===== src/rtl/vga_timing_if.sv =====
// Raster timing bundle between the timing generator (master) and the renderer (slave).
interface vga_timing_if #(
  parameter int unsigned HW      = 10,
  parameter int unsigned VW      = 10,
  parameter int unsigned FRAME_W = 8
);
  logic               pix_en;
  logic [HW-1:0]      px;
  logic [VW-1:0]      py;
  logic               visible;
  logic               hsync;
  logic               vsync;
  logic               line_tick;
  logic               frame_tick;
  logic [FRAME_W-1:0] frame_cnt;

  modport master (
    input  pix_en,
    output px, py, visible, hsync, vsync, line_tick, frame_tick, frame_cnt
  );

  modport slave (
    output pix_en,
    input  px, py, visible, hsync, vsync, line_tick, frame_tick, frame_cnt
  );
endinterface


===== src/rtl/vga_timing_gen.sv =====
// Parametrised VGA raster timing generator: position counters, sync/visible with a
// pix_en-clocked alignment delay, undelayed line/frame strobes and a frame counter.
module vga_timing_gen #(
  parameter int unsigned H_DISPLAY  = 640,
  parameter int unsigned H_FRONT    = 16,
  parameter int unsigned H_SYNC     = 96,
  parameter int unsigned H_BACK     = 48,
  parameter int unsigned V_DISPLAY  = 480,
  parameter int unsigned V_FRONT    = 10,
  parameter int unsigned V_SYNC     = 2,
  parameter int unsigned V_BACK     = 33,
  parameter int unsigned HW         = 10,
  parameter int unsigned VW         = 10,
  parameter bit          H_SYNC_POL = 1'b1,
  parameter bit          V_SYNC_POL = 1'b1,
  parameter int unsigned PIPE_DELAY = 1,
  parameter int unsigned FRAME_W    = 8
) (
  input  logic         clk,
  input  logic         reset,
  vga_timing_if.master bus
);

  localparam int unsigned HTotal = H_DISPLAY + H_FRONT + H_SYNC + H_BACK;
  localparam int unsigned VTotal = V_DISPLAY + V_FRONT + V_SYNC + V_BACK;

  // Totals must fit the counters; the last sync column/row then fits as well.
  if (HTotal > (1 << HW)) begin : g_h_width_check
    $error("vga_timing_gen: horizontal total does not fit in HW bits");
  end
  if (VTotal > (1 << VW)) begin : g_v_width_check
    $error("vga_timing_gen: vertical total does not fit in VW bits");
  end
  if (PIPE_DELAY > 8) begin : g_delay_check
    $error("vga_timing_gen: PIPE_DELAY must be in 0..8");
  end

  localparam logic [HW-1:0] HMax  = HW'(HTotal - 1);
  localparam logic [VW-1:0] VMax  = VW'(VTotal - 1);
  localparam logic [HW-1:0] HDisp = HW'(H_DISPLAY);
  localparam logic [VW-1:0] VDisp = VW'(V_DISPLAY);
  localparam logic [HW-1:0] HSs   = HW'(H_DISPLAY + H_FRONT);
  localparam logic [HW-1:0] HSe   = HW'(H_DISPLAY + H_FRONT + H_SYNC - 1);
  localparam logic [VW-1:0] VSs   = VW'(V_DISPLAY + V_FRONT);
  localparam logic [VW-1:0] VSe   = VW'(V_DISPLAY + V_FRONT + V_SYNC - 1);

  logic [HW-1:0]      px_q, px_d;
  logic [VW-1:0]      py_q, py_d;
  logic [FRAME_W-1:0] frame_cnt_q, frame_cnt_d;
  logic               at_h_max, at_v_max;
  logic               line_tick, frame_tick;
  logic [2:0]         stage0;     // {vis, hs, vs} from the current counters
  logic [2:0]         stage_out;  // {vis, hs, vs} after the alignment delay

  // Strobes are undelayed and suppressed while reset is held.
  always_comb begin
    at_h_max   = (px_q == HMax);
    at_v_max   = (py_q == VMax);
    line_tick  = bus.pix_en && at_h_max && !reset;
    frame_tick = line_tick && at_v_max;
  end

  // Counter and frame-count next state; everything holds while pix_en is low.
  always_comb begin
    px_d        = px_q;
    py_d        = py_q;
    frame_cnt_d = frame_cnt_q;
    if (bus.pix_en) begin
      if (at_h_max) begin
        px_d = '0;
        py_d = at_v_max ? '0 : py_q + VW'(1);
      end else begin
        px_d = px_q + HW'(1);
      end
    end
    if (frame_tick) begin
      frame_cnt_d = frame_cnt_q + FRAME_W'(1);
    end
  end

  // Counter state register, synchronous reset wins over pix_en.
  always_ff @(posedge clk) begin
    if (reset) begin
      px_q        <= '0;
      py_q        <= '0;
      frame_cnt_q <= '0;
    end else begin
      px_q        <= px_d;
      py_q        <= py_d;
      frame_cnt_q <= frame_cnt_d;
    end
  end

  // Raw visibility and sync decode from the current counter values.
  always_comb begin
    stage0[2] = (px_q < HDisp) && (py_q < VDisp);
    stage0[1] = (px_q >= HSs) && (px_q <= HSe);
    stage0[0] = (py_q >= VSs) && (py_q <= VSe);
  end

  if (PIPE_DELAY == 0) begin : g_no_delay
    assign stage_out = stage0;
  end else begin : g_delay
    logic [2:0] pipe_q [PIPE_DELAY];
    logic [2:0] pipe_d [PIPE_DELAY];

    // Shift the decode one stage per pixel strobe.
    always_comb begin
      for (int unsigned i = 0; i < PIPE_DELAY; i++) begin
        pipe_d[i] = pipe_q[i];
      end
      if (bus.pix_en) begin
        pipe_d[0] = stage0;
        for (int unsigned i = 1; i < PIPE_DELAY; i++) begin
          pipe_d[i] = pipe_q[i-1];
        end
      end
    end

    // Pipeline register; reset clears every stage so no stale sync escapes.
    always_ff @(posedge clk) begin
      if (reset) begin
        for (int unsigned i = 0; i < PIPE_DELAY; i++) begin
          pipe_q[i] <= 3'b000;
        end
      end else begin
        for (int unsigned i = 0; i < PIPE_DELAY; i++) begin
          pipe_q[i] <= pipe_d[i];
        end
      end
    end

    assign stage_out = pipe_q[PIPE_DELAY-1];
  end

  assign bus.px         = px_q;
  assign bus.py         = py_q;
  assign bus.frame_cnt  = frame_cnt_q;
  assign bus.line_tick  = line_tick;
  assign bus.frame_tick = frame_tick;
  assign bus.visible    = stage_out[2];
  // Idle (hs/vs = 0) drives the inverse of the active level.
  assign bus.hsync      = stage_out[1] ^ ~H_SYNC_POL;
  assign bus.vsync      = stage_out[0] ^ ~V_SYNC_POL;

endmodule


===== src/flat_wrapper.sv =====
// flat-port wrapper written by rule: the top's interface ports become plain ports
module vga_timing_gen_flat 
#(
  parameter int unsigned H_DISPLAY  = 640,
  parameter int unsigned H_FRONT    = 16,
  parameter int unsigned H_SYNC     = 96,
  parameter int unsigned H_BACK     = 48,
  parameter int unsigned V_DISPLAY  = 480,
  parameter int unsigned V_FRONT    = 10,
  parameter int unsigned V_SYNC     = 2,
  parameter int unsigned V_BACK     = 33,
  parameter int unsigned HW         = 10,
  parameter int unsigned VW         = 10,
  parameter bit          H_SYNC_POL = 1'b1,
  parameter bit          V_SYNC_POL = 1'b1,
  parameter int unsigned PIPE_DELAY = 1,
  parameter int unsigned FRAME_W    = 8
)
  (clk, reset, bus_pix_en, bus_px, bus_py, bus_visible, bus_hsync, bus_vsync, bus_line_tick, bus_frame_tick, bus_frame_cnt);
  vga_timing_if #(.HW(HW), .VW(VW), .FRAME_W(FRAME_W)) bus_i ();
  input  logic clk;
  input  logic reset;
  input wire logic [$bits(bus_i.pix_en)-1:0] bus_pix_en;
  output wire logic [$bits(bus_i.px)-1:0] bus_px;
  output wire logic [$bits(bus_i.py)-1:0] bus_py;
  output wire logic [$bits(bus_i.visible)-1:0] bus_visible;
  output wire logic [$bits(bus_i.hsync)-1:0] bus_hsync;
  output wire logic [$bits(bus_i.vsync)-1:0] bus_vsync;
  output wire logic [$bits(bus_i.line_tick)-1:0] bus_line_tick;
  output wire logic [$bits(bus_i.frame_tick)-1:0] bus_frame_tick;
  output wire logic [$bits(bus_i.frame_cnt)-1:0] bus_frame_cnt;
  assign bus_i.pix_en = bus_pix_en;
  assign bus_px = bus_i.px;
  assign bus_py = bus_i.py;
  assign bus_visible = bus_i.visible;
  assign bus_hsync = bus_i.hsync;
  assign bus_vsync = bus_i.vsync;
  assign bus_line_tick = bus_i.line_tick;
  assign bus_frame_tick = bus_i.frame_tick;
  assign bus_frame_cnt = bus_i.frame_cnt;
  vga_timing_gen #(.H_DISPLAY(H_DISPLAY), .H_FRONT(H_FRONT), .H_SYNC(H_SYNC), .H_BACK(H_BACK), .V_DISPLAY(V_DISPLAY), .V_FRONT(V_FRONT), .V_SYNC(V_SYNC), .V_BACK(V_BACK), .HW(HW), .VW(VW), .H_SYNC_POL(H_SYNC_POL), .V_SYNC_POL(V_SYNC_POL), .PIPE_DELAY(PIPE_DELAY), .FRAME_W(FRAME_W)) u_core (.clk(clk), .reset(reset), .bus(bus_i));
endmodule

===== config.mk =====
export PLATFORM = sky130hd
export DESIGN_NAME = vga_timing_gen_flat
export DESIGN_NICKNAME = d
export VERILOG_FILES = /design/src/rtl/vga_timing_if.sv /design/src/rtl/vga_timing_gen.sv /design/src/flat_wrapper.sv
export SDC_FILE = /design/constraint.sdc
export NUM_CORES = 1
export LEC_CHECK = 0
export CAP_MARGIN = 20
export CORE_MARGIN = 5
export CORE_UTILIZATION = 45
export CTS_CLUSTER_DIAMETER = 150
export DETAILED_ROUTE_END_ITERATION = 10
export PLACE_DENSITY_LB_ADDON = 0.2
export SLEW_MARGIN = 30
export SYNTH_ARGS = -nofsm -noshare
export SYNTH_HDL_FRONTEND = slang
export SYNTH_SLANG_ARGS = --single-unit
export TNS_END_PERCENT = 5

===== constraint.sdc =====
create_clock -name clk -period 1.95 [get_ports clk]
set_clock_uncertainty 0.1 [all_clocks]
set_input_delay 0.39 -clock clk [delete_from_list [all_inputs] [get_ports clk]]
set_output_delay 0.39 -clock clk [all_outputs]
set_load 0.02 [all_outputs]

-- Yosys cells after proc, flatten, opt, wreduce, memory -nomap -nowiden
Memory sizes are Yosys's and may differ from the RTL's.
Cells that the tools add are included.
- register bits: 28
- latch bits: 0
- bits in writable memories: 3
- ROM bits: 0
- input port bits: 3
- output and inout bits: 33
- memories: 1
- memories (name ; depth ; width ; rd ports ; clocked after Yosys merged registers in ; wr ports ; RTL line ; text):
    u_core.g_delay.pipe_q ; 1 ; 3 ; 1 ; 0 ; 1 ; vga_timing_gen.sv:104 ; logic [2:0] pipe_q [PIPE_DELAY];
- add/subtract/negate cells: 3
- multiply operators: 0
- div/mod/pow operators: 0
- order comparisons: 6
- equal/unequal tests: 2
- shifts and indexed selects: 0
- muxes and demuxes: 8
- bitwise gates (word level): 0
- reductions and logical operators: 9
- operators by type and width (cell ; count):
    $add 10x1->10 const B ; 2
    $eq 10x10->1 const B ; 2
    $mux 10 ; 2
    $ge 10x10->1 const B ; 1
    $ge 10x9->1 const B ; 1
    $le 10x10->1 const B ; 1
    $le 10x9->1 const B ; 1
    $lt 10x10->1 const B ; 1
    $lt 10x9->1 const B ; 1
    $add 8x1->8 const B ; 1
    $logic_and 1x1->1 ; 6
    $mux 3 ; 2
    $mux 1 ; 4
    $reduce_or 3->1 ; 1
    $reduce_and 2->1 ; 1
    $logic_not 1->1 ; 1

-- Depth between registers and ports, before layout
Gate-level depths: netlist (run 1).
- word-level depth: 4
- gate-level depth with buffers: 7
- mapped depth without buffers: 6

-- Least setup slack after synthesis (run 1)
OpenSTA, ideal clock, no wires.
- kind: flip-flop to output port
- from: register u_core.px_q[0], in the netlist u_core.bus.px[0]
- to: output bus_frame_tick
- arrival: 1889 ps
- data required time: 1460 ps
- slack: -429 ps
- stages on the path, launching flop included: 7
- buffers on the path: 2
- cells stage by stage: dfxtp_1 ha_1 and4_1 buf_2 nand4_4 clkbuf_1 nor3_1
- longest elaborated chain between the ends: 4
- ends and longest elaborated chain (item ; RTL line ; text):
    from (decl) ; vga_timing_gen.sv:47 ; logic [HW-1:0] px_q, px_d;
    from (signal assigned) ; vga_timing_gen.sv:88 ; px_q <= px_d;
    $eq 10x10->1 ; vga_timing_gen.sv:57 ; at_h_max = (px_q == HMax);
    $logic_and 1x1->1 (2 in a row) ; vga_timing_gen.sv:59 ; line_tick = bus.pix_en && at_h_max && !reset;
    $logic_and 1x1->1 ; vga_timing_gen.sv:60 ; frame_tick = line_tick && at_v_max;
    to (decl) ; flat_wrapper.sv:30 ; output wire logic [$bits(bus_i.frame_tick)-1:0] bus_frame_tick;
Every way passes these cells.

-- Worst setup path after layout (run 1)
- from: register u_core.py_q[1], in the netlist u_core.bus.py[1]
- to: output bus_frame_tick
- longest elaborated chain between the ends: 2
- ends and longest elaborated chain (item ; RTL line ; text):
    from (decl) ; vga_timing_gen.sv:48 ; logic [VW-1:0] py_q, py_d;
    from (signal assigned) ; vga_timing_gen.sv:89 ; py_q <= py_d;
    $eq 10x10->1 ; vga_timing_gen.sv:58 ; at_v_max = (py_q == VMax);
    $logic_and 1x1->1 ; vga_timing_gen.sv:60 ;
Every way passes these cells.

==> results of run 1 <==
what timing repair did:
item                       4_1_cts  5_1_grt
pin swaps                        4        1
setup endpoints to repair       19       27
hold endpoints to repair         0        0
setup buffers                    6        0
resized for setup               25       18
sequential cells by signal, summed over array words and instances, names as in the netlist:
signal                 cells
u_core.bus.px             10
u_core.bus.py             10
u_core.bus.frame_cnt       8
u_core.g_delay.pipe_q      3
Yosys cell counts, drive strengths merged:
library cell,instances,area (sq um)
clkbuf,8,30.0
a21o,1,7.51
nand4,10,77.6
nor3b,1,7.51
nand4b,2,17.5
nor3,3,15.0
or3,5,31.3
nor2b,2,12.5
a211oi,1,7.51
o31ai,8,60.1
and4,4,35.0
xor2,4,35.0
mux2,1,11.3
or4,9,67.6
nand2,8,30.0
a21oi,19,95.1
nor4bb,1,10.0
nor4b,1,23.8
or4b,1,10.0
nor4,1,6.26
and2,2,12.5
dfxtp,31,621
buf,3,21.3
inv,7,26.3
nand3,9,45.0
nor2,18,67.6
xnor2,6,52.6
mux2i,1,10.0
ha,6,75.1
or2,1,6.26
nand2b,3,18.8
o21ai,8,40.0
area by class of cell:
type	count	area (sq um)	area share
clock buffers	6	51.3	0.0215
clock inverters	1	5.00	0.00210
flip-flops and latches	31	638	0.267
inverters	7	31.3	0.0131
multi-input cells	136	952	0.399
repair buffers	71	653	0.273
well taps	46	57.6	0.0241
final timing paths:
kind | to | slack (ns) | cells past startpoint
worst max-delay path | bus_frame_tick | -0.14 | 6
worst min-delay path | u_core.bus.frame_cnt[7] | 0.38 | 2
worst max register to register | u_core.g_delay.pipe_q[0][0] | -0.12 | 12
worst min register to register | u_core.bus.frame_cnt[7] | 0.38 | 2
power by group:
part | total [mW] | internal (mW) | leakage (nW) | switching, mW
Combinational | 0.0711 | 0.0314 | 0.850 | 0.0397
Sequential | 0.639 | 0.636 | 0.254 | 0.00324
Clock | 0.385 | 0.167 | 0.0341 | 0.219
metrics by stage:
| stage | util | setup TNS, ns | hold slack (ns) | cell area (sq um) |
|---|---|---|---|---|
| finish | 0.710 | -0.528 | 0.381 | 2390 |
| global route | 0.710 | -1.70 | 0.411 | 2390 |
| CTS | 0.696 | -0.814 | 0.389 | 2340 |
| detailed placement | 0.661 | -8.53 | 0.375 | 2220 |
| global placement | 0.661 | -7.11 | 0.356 | 2220 |
| floorplan | - | -0.0145 | 0.411 | 1660 |
tightest hold or removal path, cell delays in order (launching register included):
cell and delay [ns]:
dfxtp_1 0.33, o31ai_1 0.06, a21oi_1 0.05
per-layer routing:
metal | vias to the layer above | wire (um)
met3 | 10 | 215
met5 | - | 0
li1 | 810 | -
met4 | 0 | 76
met2 | 40 | 2170
met1 | 783 | 1740
cell families after synthesis:
logic type | share of synthesized area
and+or+nand+nor | 0.312
AOI/OAI and AO/OA | 0.132
muxes | 0.0134
xor gates and xnor gates | 0.0552
adders and majority gates | 0.0473
DFF | 0.391
buffers and inverters | 0.0489
==> impl_results.md, run 1 <==
* CP peak stage delay at 0.36 ns
* Status: complete, but fails checks
* Worst-Margin Slew at 0.325 ns
* DIE AREA at 4810 sq um
* Commonest non-fill, non-tap cell in the layout: buf_4
* PD cells at 459 nW/um^2
* Worst EP arrival at 1.60 ns
* CTS Buf Count at 5
* Period Utilization, post-route at 1.07
* # hold bufs at CTS at 0
* Initial core utilization at 0.472
* Crit end category: primary output
* Antenna fix cells at 0
* Synth-to-Final Area Change at 50.6%
* CP Class: flop to primary output
* Post-synth cell types at 34
* Top Ports at 36
* Die Span X at 69.4 um
* Post-route ant nets at 0
* GP Congestion at 0.835
* HPWL Detailed at 3060 um
* Clock Latency Late Sink at 0.33 ns
* Vias in the first global route at 1653
* Final Hold Viols at 0
* Buf/Inv on CP at 2
* Met2 Use GR at 0.318
* Final slew viol count at 0
* Fmax at 478 MHz
* Slew margin rel. at 0.782
* WL final at 4200 um
* Fill count at 275
* Setup crit start: u_core.bus.py[1]
* Startpoint Class: flop
* HP Start: u_core.bus.frame_cnt[7]
* Buffers added on ports at 35
* Core Footprint at 3360 sq um
* CTS tree: built
* R2r startpoint: u_core.bus.py[0]
* Hold Crit Class: flop to flop
* Grt met1 use at 0.205
* DP Cell Count at 285
* Cells after synthesis at 185
* Failing checks: negative setup slack
* Routed WL per cell at 14.1 um
* Die height at 69.4 um
* Worst ir drop on vdd at 0.350 mV
* Synth Register Bits at 31
* Setup WS post-layout at -0.144 ns
* Grt met3 use at 0.0449
* Most frequent cells in the layout: buf_4, dfxtp_1, nor2_1, a21oi_1, dlymetal6s2s_1
* Placement row count at 21
* Syn. warnings at 0
* Final setup fails at 9
* Top Usage Layer GRT: met2
* All-Layer GR Usage at 0.183
* Initial antenna violation count at 0
* Avg Cell Area, Syn at 8.58 sq um
* Clock slew at reported path FFs at 0.10 ns
* Crit path time final at 2.09 ns
* Top cell family by delay on the critical path: simple AND/OR/NAND/NOR gates
* Leak pwr at 1.14 nW
* Setup Slack @ Placement at -0.591 ns
* Residual DRC count at 0
* DRT iter0 DRCs at 94
* Crit-path max FO at 2
* Proportion of layout cells with a drive suffix above 1 at 0.266
* First-pass GRT wire length at 7250 um
* Vias at 1643
* Power Total at 1.10 mW
* Via-per-instance ratio at 5.51
* Total grt overflow at 0
* Sequential fraction of the synthesis area at 0.391
* Syn nets at 194
* CTS Sinks at 31
* Clock tree root driver cell: clkbuf_4
* H-Tree Level Count at 2
* Fin nets at 261
* Detailed Routing Iterations Pass 1 at 4
* Max Buffers Root-to-Sink at 2
* Critical-path cell list: inv_4, ha_4, nor4bb_4, nand4_1, nor3_4, buf_6
* Largest net degree at the start of global routing at 33
* RSZ-0062 raised after global routing: true
* Slowest-stage cell, CP: dfxtp_4
* Crit path required time at 1.46 ns
* Max-Cap Viols at 0
* Post-Syn Area at 1590 sq um
* Final std cells w/o fill at 298
(Power assumes the default switching activity.)
==> run 2, diff against run 1 <==
- CAP_MARGIN: 20 -> 5
- SKIP_LAST_GASP: unset -> 1
==> run 2 against run 1 <==
Compared with the run above: the flow still finishes with violations (negative setup slack); die area unchanged; total power increased by 0.32%; register-to-register slack about the same; wire length increased by 0.43%; combinational power increased by 2%; fmax increased by 0.14%; worst hold slack about the same; clock power about the same; utilization decreased by 1.1 points; count of clock-buffer cells in the layout unchanged; sequential share of layout area increased by 0.37 points; critical endpoint unchanged; largest power group unchanged.
==> impl_results.md, run 2 (synthesized netlist as in run 1, its figures left out) <==
* Initial antenna violation count at 0 (unchanged)
* R2R setup slack at -0.11 ns (about the same)
* Synth-to-Final Area Change at 48.2%
* Buffers added on ports at 35 (unchanged)
* Final setup fails at 17 (+8)
* Core Footprint at 3360 sq um (unchanged)
* Commonest non-fill, non-tap cell in the layout: buf_4
* Final hold slack at 0.381 ns (+0.000125 ns)
* DP Cell Count at 285 (unchanged)
* Placement row count at 21 (unchanged)
* Status: complete, but fails checks
* Period Utilization, post-route at 1.07 (-0.00145)
* Hold Crit Class: flop to flop
* First-pass GRT wire length at 7230 um (-0.28%)
* Vias in the first global route at 1652 (-0.060%)
* GP Congestion at 0.835 (unchanged)
* CTS tree: built
* DIE AREA at 4810 sq um (unchanged)
* Die height at 69.4 um (unchanged)
* Via-per-instance ratio at 5.51 (unchanged)
* CP Class: flop to primary output
* Antenna fix cells at 0 (unchanged)
* Fin nets at 261 (unchanged)
* HPWL Detailed at 3060 um (unchanged)
* CTS Sinks at 31 (unchanged)
* Largest net degree at the start of global routing at 33 (unchanged)
* Setup WS post-layout at -0.141 ns (+0.00283 ns)
* Proportion of layout cells with a drive suffix above 1 at 0.258 (-0.00794)
* Max Buffers Root-to-Sink at 2 (unchanged)
* Sw Share at 0.240 (+0.00159)
* Clock tree root driver cell: clkbuf_4
* Worst ir drop on vdd at 0.367 mV (+4.9%)
* WL final at 4220 um (+0.43%)
* Most frequent cells in the layout: buf_4, clkdlybuf4s50_1, dfxtp_1
* Vias at 1643 (unchanged)
* Final slew viol count at 0 (unchanged)
* Residual DRC count at 0 (unchanged)
* Slew margin rel. at 0.773 (-0.00902)
* PD cells at 467 nW/um^2 (+1.9%)
* Net Switching at 0.264 mW (+0.99%)
* Final core occ at 0.699 (-0.0112)
* Crit path time final at 2.09 ns (-0.00283 ns)
* Worst-Margin Slew at 0.340 ns (+0.0149 ns)
* Fmax at 478 MHz (+0.14%)
* Worst EP arrival at 1.60 ns (about the same)
* RSZ-0062 raised after global routing: true
* Routed WL per cell at 14.2 um (+0.43%)
* Cell-internal power at 0.835 mW (+0.11%)
* H-Tree Level Count at 2 (unchanged)
* CTS Buf Count at 5 (unchanged)
* Final std cells w/o fill at 298 (unchanged)
* Startpoint Class: flop
* Final Hold Viols at 0 (unchanged)
* Crit-path max FO at 2 (unchanged)
* Sequential share of power at 0.581 (-0.002)
* Die Span X at 69.4 um (unchanged)
* Initial core utilization at 0.472 (unchanged)
* Clock Latency Late Sink at 0.33 ns (about the same)
* Power Total at 1.10 mW (+0.32%)
* Top Ports at 36 (unchanged)
* Crit path required time at 1.46 ns (about the same)
* Leak pwr at 0.847 nW (-26%)
* Crit end category: primary output
* Clock share of power at 0.353 (about the same)
* HP Start: u_core.bus.frame_cnt[7]
* Clock slew at reported path FFs at 0.10 ns (about the same)
* Setup Slack @ Placement at -0.591 ns (unchanged)
* Detailed Routing Iterations Pass 1 at 4 (unchanged)
* Post-route ant nets at 0 (unchanged)
* Failing checks: negative setup slack
* Max-Cap Viols at 0 (unchanged)
* DRT iter0 DRCs at 84 (-11%)
* Logic pwr share at 0.066 (about the same)
* Setup crit start: u_core.bus.py[1]
* All-Layer GR Usage at 0.182 (-0.000603)
* Total grt overflow at 0 (unchanged)
* R2r startpoint: u_core.bus.py[0]
[run 2: repair_timing]
| item | in CTS | in global routing |
|---|---|---|
| setup endpoints to repair | 19 | 34 |
| resized for setup | 15 | 3 |
| setup buffers | 6 | 0 |
| hold buffers | 0 | 0 |
| pin swaps | 3 | 2 |
[run 2: power by group through the flow]
| stage | Sequential [mW] | Clock, mW | Combinational [mW] |
|---|---|---|---|
| finish | 0.639 | 0.387 | 0.0725 |
| global route | 0.640 | 0.423 | 0.0783 |
| CTS | 0.639 | 0.393 | 0.0732 |
| global placement | 0.654 | 0 | 0.0693 |
| floorplan | 0.665 | 0 | 0.0280 |
| detailed placement | 0.654 | 0 | 0.0725 |
[run 2: critical path, cell delays in order, from the launching register on]
cell and delay, ns:
dfxtp_4 0.36, inv_4 0.06, ha_4 0.12, nor4bb_4 0.19, nand4_1 0.22, nor3_4 0.18
buf_6 0.14
[run 2: path summary, 6_finish.rpt]
| check | to | depth (start not counted) |
|---|---|---|
| setup / recovery | bus_frame_tick | 6 |
| hold / removal | u_core.bus.frame_cnt[7] | 2 |
| setup reg to reg | u_core.g_delay.pipe_q[0][0] | 12 |
| hold reg to reg | u_core.bus.frame_cnt[7] | 2 |
[run 2: layer usage]
layer	track usage	wire, um
met1	0.203	1790
met2	0.318	2120
met3	0.0449	223
met4	0.0933	88
met5	0	0
[run 2: final cells by class]
class | instances | area [sq um]
fill | 275 | 1010
multi-input combinational | 136 | 948
clock buffer | 6 | 51.3
inverter | 7 | 31.3
sequential | 31 | 637
timing repair buffer | 71 | 621
clock inverter | 1 | 5.00
tap | 46 | 57.6
[run 2: through the flow]
step,TNS (ns),cell area (sq um)
finish,-0.742,2350
global route,-2.73,2350
CTS,-1.32,2340
detailed placement,-8.53,2220
global placement,-7.11,2220
floorplan,-0.0145,1660
